`src/rtl/fetch_mem_sequencer_pkg.sv`:
```
// Shared types for the fetch/memory sequencer: opcode field, fetch FSM states,
// RAM return tags and the two-word opcode decoder.
package fetch_mem_sequencer_pkg;

  localparam int unsigned OPC_MSB = 15;
  localparam int unsigned OPC_LSB = 11;

  typedef enum logic [2:0] {
    ST_ISSUE1 = 3'd0,
    ST_WAIT1  = 3'd1,
    ST_ISSUE2 = 3'd2,
    ST_WAIT2  = 3'd3,
    ST_HOLD   = 3'd4
  } fetch_state_e;

  typedef enum logic [1:0] {
    TAG_NONE = 2'd0,
    TAG_DATA = 2'd1,
    TAG_F1   = 2'd2,
    TAG_F2   = 2'd3
  } ret_tag_e;

  // LDM, LDD, STD and the two shift-immediate forms carry a second word
  function automatic logic is_two_word(input logic [15:0] instr);
    logic [4:0] opc;
    opc = instr[OPC_MSB:OPC_LSB];
    case (opc)
      5'b00111, 5'b01110, 5'b01111, 5'b10100, 5'b10101: is_two_word = 1'b1;
      default:                                          is_two_word = 1'b0;
    endcase
  endfunction

endpackage

```
`src/rtl/fetch_mem_sequencer_port_arbiter.sv`:
```
// Single-port RAM arbiter: data accesses win over fetch; a tag register
// remembers what the previous cycle's read was for.
module fetch_mem_sequencer_port_arbiter
  import fetch_mem_sequencer_pkg::*;
#(
  parameter int unsigned ADDR_W = 11
) (
  input  logic              clk,
  input  logic              rst,
  input  logic              dm_rd,
  input  logic              dm_wr,
  input  logic [ADDR_W-1:0] dm_addr,
  input  logic [15:0]       dm_wdata,
  input  logic              fetch_req,
  input  logic [ADDR_W-1:0] fetch_addr,
  input  ret_tag_e          fetch_tag,
  output logic              fetch_gnt,
  output logic              dm_rvalid,
  output logic [15:0]       dm_rdata,
  output logic              ram_en,
  output logic              ram_we,
  output logic [ADDR_W-1:0] ram_addr,
  output logic [15:0]       ram_wdata,
  input  logic [15:0]       ram_rdata
);

  ret_tag_e tag_q;
  ret_tag_e tag_d;

  // grant and RAM strobe mux; a write-with-read is a pure write, so no DATA tag
  always_comb begin
    ram_en    = 1'b0;
    ram_we    = 1'b0;
    ram_addr  = '0;
    ram_wdata = 16'h0000;
    fetch_gnt = 1'b0;
    tag_d     = TAG_NONE;
    if (dm_rd || dm_wr) begin
      ram_en    = 1'b1;
      ram_we    = dm_wr;
      ram_addr  = dm_addr;
      ram_wdata = dm_wdata;
      tag_d     = dm_wr ? TAG_NONE : TAG_DATA;
    end else if (fetch_req) begin
      ram_en    = 1'b1;
      ram_addr  = fetch_addr;
      fetch_gnt = 1'b1;
      tag_d     = fetch_tag;
    end else begin
      tag_d     = TAG_NONE;
    end
  end

  // return tag register
  always_ff @(posedge clk) begin
    if (rst) begin
      tag_q <= TAG_NONE;
    end else begin
      tag_q <= tag_d;
    end
  end

  // data read return
  always_comb begin
    dm_rvalid = (tag_q == TAG_DATA);
    if (dm_rvalid) begin
      dm_rdata = ram_rdata;
    end else begin
      dm_rdata = 16'h0000;
    end
  end

endmodule

```
`src/rtl/fetch_mem_sequencer.sv`:
```
// Instruction fetch sequencer sharing one RAM port with the memory stage;
// builds {instr, imm} bundles for decode behind a valid/ready handshake.
module fetch_mem_sequencer
  import fetch_mem_sequencer_pkg::*;
#(
  parameter int unsigned ADDR_W   = 11,
  parameter int unsigned RESET_PC = 0
) (
  input  logic              clk,
  input  logic              rst,
  input  logic              pc_load,
  input  logic [ADDR_W-1:0] pc_in,
  input  logic              id_ready,
  output logic              id_valid,
  output logic [15:0]       id_instr,
  output logic [15:0]       id_imm,
  output logic              id_has_imm,
  output logic [ADDR_W-1:0] id_pc,
  output logic [ADDR_W-1:0] pc_out,
  input  logic              dm_rd,
  input  logic              dm_wr,
  input  logic [ADDR_W-1:0] dm_addr,
  input  logic [15:0]       dm_wdata,
  output logic              dm_rvalid,
  output logic [15:0]       dm_rdata,
  output logic              ram_en,
  output logic              ram_we,
  output logic [ADDR_W-1:0] ram_addr,
  output logic [15:0]       ram_wdata,
  input  logic [15:0]       ram_rdata
);

  localparam logic [ADDR_W-1:0] RESET_PC_V = ADDR_W'(RESET_PC);

  fetch_state_e      state_q, state_d;
  logic [ADDR_W-1:0] pc_q, pc_d;
  logic [ADDR_W-1:0] id_pc_q, id_pc_d;
  logic [15:0]       id_instr_q, id_instr_d;
  logic [15:0]       id_imm_q, id_imm_d;
  logic              id_valid_q, id_valid_d;
  logic              id_has_imm_q, id_has_imm_d;
  logic              fetch_req;
  logic              fetch_gnt;
  ret_tag_e          fetch_tag;

  fetch_mem_sequencer_port_arbiter #(.ADDR_W(ADDR_W)) u_arb (
    .clk        (clk),
    .rst        (rst),
    .dm_rd      (dm_rd),
    .dm_wr      (dm_wr),
    .dm_addr    (dm_addr),
    .dm_wdata   (dm_wdata),
    .fetch_req  (fetch_req),
    .fetch_addr (pc_q),
    .fetch_tag  (fetch_tag),
    .fetch_gnt  (fetch_gnt),
    .dm_rvalid  (dm_rvalid),
    .dm_rdata   (dm_rdata),
    .ram_en     (ram_en),
    .ram_we     (ram_we),
    .ram_addr   (ram_addr),
    .ram_wdata  (ram_wdata),
    .ram_rdata  (ram_rdata)
  );

  // fetch FSM next state; a redirect overrides everything including returns
  always_comb begin
    state_d      = state_q;
    pc_d         = pc_q;
    id_pc_d      = id_pc_q;
    id_instr_d   = id_instr_q;
    id_imm_d     = id_imm_q;
    id_valid_d   = id_valid_q;
    id_has_imm_d = id_has_imm_q;
    fetch_req    = ((state_q == ST_ISSUE1) || (state_q == ST_ISSUE2)) && !pc_load && !rst;
    fetch_tag    = (state_q == ST_ISSUE2) ? TAG_F2 : TAG_F1;
    if (pc_load) begin
      pc_d       = pc_in;
      state_d    = ST_ISSUE1;
      id_valid_d = 1'b0;
    end else begin
      case (state_q)
        ST_ISSUE1, ST_ISSUE2: begin
          if (fetch_gnt) begin
            pc_d    = pc_q + ADDR_W'(1);
            state_d = (state_q == ST_ISSUE2) ? ST_WAIT2 : ST_WAIT1;
          end else begin
            state_d = state_q;
          end
        end
        ST_WAIT1: begin
          id_instr_d   = ram_rdata;
          id_pc_d      = pc_q - ADDR_W'(1);
          id_imm_d     = 16'h0000;
          id_has_imm_d = 1'b0;
          if (is_two_word(ram_rdata)) begin
            state_d = ST_ISSUE2;
          end else begin
            id_valid_d = 1'b1;
            state_d    = ST_HOLD;
          end
        end
        ST_WAIT2: begin
          id_imm_d     = ram_rdata;
          id_has_imm_d = 1'b1;
          id_valid_d   = 1'b1;
          state_d      = ST_HOLD;
        end
        ST_HOLD: begin
          if (id_ready) begin
            id_valid_d = 1'b0;
            state_d    = ST_ISSUE1;
          end else begin
            state_d    = ST_HOLD;
          end
        end
        default: begin
          id_valid_d = 1'b0;
          state_d    = ST_ISSUE1;
        end
      endcase
    end
  end

  // state and bundle registers
  always_ff @(posedge clk) begin
    if (rst) begin
      state_q      <= ST_ISSUE1;
      pc_q         <= RESET_PC_V;
      id_pc_q      <= '0;
      id_instr_q   <= 16'h0000;
      id_imm_q     <= 16'h0000;
      id_valid_q   <= 1'b0;
      id_has_imm_q <= 1'b0;
    end else begin
      state_q      <= state_d;
      pc_q         <= pc_d;
      id_pc_q      <= id_pc_d;
      id_instr_q   <= id_instr_d;
      id_imm_q     <= id_imm_d;
      id_valid_q   <= id_valid_d;
      id_has_imm_q <= id_has_imm_d;
    end
  end

  assign id_valid   = id_valid_q;
  assign id_instr   = id_instr_q;
  assign id_imm     = id_imm_q;
  assign id_has_imm = id_has_imm_q;
  assign id_pc      = id_pc_q;
  assign pc_out     = pc_q;

endmodule
```
`config.mk`:
```
export PLATFORM = sky130hd
export DESIGN_NAME = fetch_mem_sequencer
export DESIGN_NICKNAME = d
export VERILOG_FILES = /design/src/rtl/fetch_mem_sequencer_pkg.sv /design/src/rtl/fetch_mem_sequencer_port_arbiter.sv /design/src/rtl/fetch_mem_sequencer.sv
export SDC_FILE = /design/constraint.sdc
export NUM_CORES = 1
export LEC_CHECK = 0
export CAP_MARGIN = 25
export CELL_PAD_IN_SITES_DETAIL_PLACEMENT = 2
export CELL_PAD_IN_SITES_GLOBAL_PLACEMENT = 2
export CORE_ASPECT_RATIO = 1.2
export CORE_UTILIZATION = 20
export DETAILED_ROUTE_END_ITERATION = 10
export HOLD_SLACK_MARGIN = 0.06
export PLACE_DENSITY = 0.86
export SYNTH_ARGS = -nofsm -noshare
export SYNTH_HDL_FRONTEND = slang
export SYNTH_SLANG_ARGS = --single-unit
```
`constraint.sdc`:
```
create_clock -name clk -period 2.65 [get_ports clk]
set_input_delay 0.3975 -clock clk [delete_from_list [all_inputs] [get_ports clk]]
set_output_delay 0.3975 -clock clk [all_outputs]
set_load 0.03 [all_outputs]
```
==> impl_results.md, run 1 <==
* Status: finished clean
* Die area at 15200 um^2
* Largest net degree at the start of global routing at 60
* Register Area at between 1000 and 1500 um^2
* Final setup viols at 0
* Fin. Hold Viols at 0
* Synth area leader: dfxtp_1
* Synth Register Bits at 61
* Footprint of the multi-input gates at ~1500 um^2
* Slew Viols, Final at 0
* Startpoint class of the critical path: input pin
* First-pass GRT wire length at roughly 19000 um
* Clock Sinks at about 60
* Setup Fix Bufs, Post-CTS at 0
* Count leader, synth: dfxtp_1
* Htree depth at 3
* DRC violations left at 0
* Setup CP Type: in2out
* Hold Path Origin: id_imm[14]
* Post-synth top flop: dfxtp_1
* Initial Utilization at between 20% and 30%
* CP Data Required Time at 2.25 ns
* Antenna cells at 0
* Part of the power in registers at about two fifths
* VDD IR-drop max at 0.209 mV
* Starting DRT DRC Count at 69
* Detailed placer's ending HPWL at 9580 um
* Antenna-violating nets left at 0
* Psw at 0.000696 W
* # rows at 48
* F_max at 392 MHz
* Synthesized area at 2940 um^2
* CP endpoint kind: output pin
* Area grow syn2layout at 69.9%
* DR WL/cell at between 15 and 20 um
* Top area cells in the synthesized netlist: dfxtp_1, a21oi_1, nand2_1
* Leakage Power at 1.78 nW
* Yosys synthesis warning count at 0
* Max-slew headroom at between 50% and 60%
* Yosys cell types at 46
* Pre-antenna DRT Iters at 4
* Worst hold-check path type: reg2reg
* MaxCap Viol Count at 0
* Max FO, Critical Path at 17
* Number of top-level pins at approximately 160
* Area share of the largest cell type after synthesis at 41.5%
* Number of global-route vias before repair at approximately 3700
* Clock Latency Late Sink at between 0.3 and 0.4 ns
* Num CTS Buffers at 9
* Synth async-reset ratio at 0%
* Initial antenna violation count at 0
* Worst-path clk slew at ~0.05 ns
* Setup tns final at 0 ns
* I/O Buffers at about 160
* Net Sw Frac at between 20 and 30%
* Unrepaired setup endpoints after global routing: no
* R2r setup slk at 0.53 ns
* Worst-path cell chain: clkdlybuf4s50_1 > or4_1 > or2_1 > buf_4 > clkinv_8 > a22o_1 > buf_4
* Final nets at between 500 and 600
* Post-route minimum period at 2.55 ns
* CTS resizes at 0
* Clock skew at about 0.007 ns
* All-Layer GR Usage at roughly 17%
* Post-synthesis net count at around 440
* Via-to-Cell Ratio at between 4 and 5
* Width of the die at 113 um
* Finished Layout Cells at between 700 and 800
* CTS Root Cell: clkbuf_16
* CP peak stage delay at 0.49 ns
* Gpl congestion at approximately 0.85
* Worst-margin pin slew at between 0.6 and 0.7 ns
* Fin crit share at a little over nine tenths
* Post-synthesis sequential area ratio at between 40% and 50%
* PD cells at around 500 nW/um^2
* Inst Count DP at approximately 700
* Clock Power Share at around two fifths
* Final Routed Wirelength at between 10000 and 15000 um
* Synth cell count leaders: dfxtp_1, nand2_1, a21oi_1, and2_1, nor2_1
* Pint at around 0.0018 W
* Family with the most delay on the worst path: buffers and inverters
* Total grt overflow at 0
* WP buf/inv at 4
* Core ar. at 14400 um^2
* Worst EP arrival at ~2.2 ns
* CTS Hold Bufs at 0
* Layout cells sized above 1 at roughly a tenth
* Synth Instances at approximately 380
* CTS Buffer Depth at 2
* FILL cells at around 1600
* TritonCTS clock tree: built
* CP most frequent cell: buf_4
* Number of flops mapped to enable cells by yosys at 0
* Slowest CP cell: or4_1
* Vias at 3383
* Logic pwr share at roughly 20%
* CP startpoint: pc_load
* Avg Cell Area, Syn at slightly below 8 um^2
* Reg-to-reg startpoint: pc_out[2]
* Die Y at about 130 um
-- sequential cells by signal, indices dropped and copies added (netlist names) --
signal	flops
id_pc	11
state_q	3
u_arb.tag_q	2
id_imm	16
id_valid	1
id_has_imm	1
pc_out	11
id_instr	16
-- worst paths after layout --
kind	to	cells past startpoint
max	ram_addr[7]	7
min reg2reg	id_imm[14]	2
max reg2reg	id_pc[9]	5
min	id_imm[14]	2
-- cell type report --
cell class	count	area share (%)
clock inverter	4	0.476
timing repair buffer	177	34.2
inverter	9	0.926
tap	175	4.38
clock buffer	12	4.93
sequential	61	24.4
multi-input combinational	273	30.6
-- power by group through the flow --
stage	Clock [W]	Combinational [W]	Sequential, W
floorplan	0	0.000228	0.00100
global placement	0	0.000484	0.000986
detailed placement	0	0.000496	0.000987
CTS	0.00109	0.000499	0.000967
global route	0.00113	0.000522	0.000970
finish	0.00106	0.000492	0.000967
-- kinds of logic after synthesis --
logic type	synth area share (%)
AND/OR/NAND/NOR	28.8
XOR/XNOR	2.68
AO/OA/AOI/OAI	18.7
adder cells (fa/ha/maj)	0.851
multiplexers	0.893
flip-flops	41.5
buffers and inverters	6.51
-- stage by stage --
step	hold slack, ns	setup slack, ns	util [%]	power, W	instance area (um^2)
CTS	0.460	0.0950	34.8	0.00256	5000
global placement	0.439	0.145	32.9	0.00147	4730
finish	0.457	0.101	34.8	0.00252	5000
detailed placement	0.452	0.102	32.9	0.00148	4730
floorplan	0.474	0.254	-	0.00123	2940
global route	0.475	0.0187	34.8	0.00262	5000
-- per-layer routing --
layer | wire (um) | up-vias | GRT usage (%) | share of wire [%]
met5 | 0 | - | 0 | 0
met4 | 320 | 0 | 7.78 | 2.6
met3 | 766 | 24 | 4.49 | 6.2
met2 | 6450 | 136 | 30.6 | 52
met1 | 4770 | 1624 | 17.2 | 39
li1 | - | 1599 | - | -
-- worst register-to-register path, delay by kind of cell (launching register included) --
kind / cells / cell delay (ns)
AOI/OAI and AO/OA: 1 / 0.24
xor gates and xnor gates: 1 / 0.17
and+or+nand+nor: 3 / 1.18
DFF: 1 / 0.45
-- placed cells by master, fill, tap and decap left out, drive strengths merged --
cell type	n
clkdlybuf4s50	148
dfxtp	61
nand2	58
a21oi	45
and2	34
buf	29
nor2	27
nand3	22
a211oi	12
clkbuf	12
o21ai	10
a22o	8
inv	8
nor3	6
xnor2	5
clkinv	5
a31oi	4
xor2	4
nor4	4
a22oi	4
nand4	4
or4	3
or3	3
nor3b	3
a32oi	2
ha	2
or2	2
mux2	2
nor2b	1
a21o	1
or2b	1
o211ai	1
and4	1
a2bb2oi	1
nand3b	1
a2111oi	1
and3	1
No activity file was read; power rests on OpenSTA's default activity.
==> inputs of run 2 (changes only) <==
Settings changed: CTS_CLUSTER_SIZE from default to 16.
==> results of run 2 <==
Same layout as run 1: the final DEF is identical, and so are final timing and power.
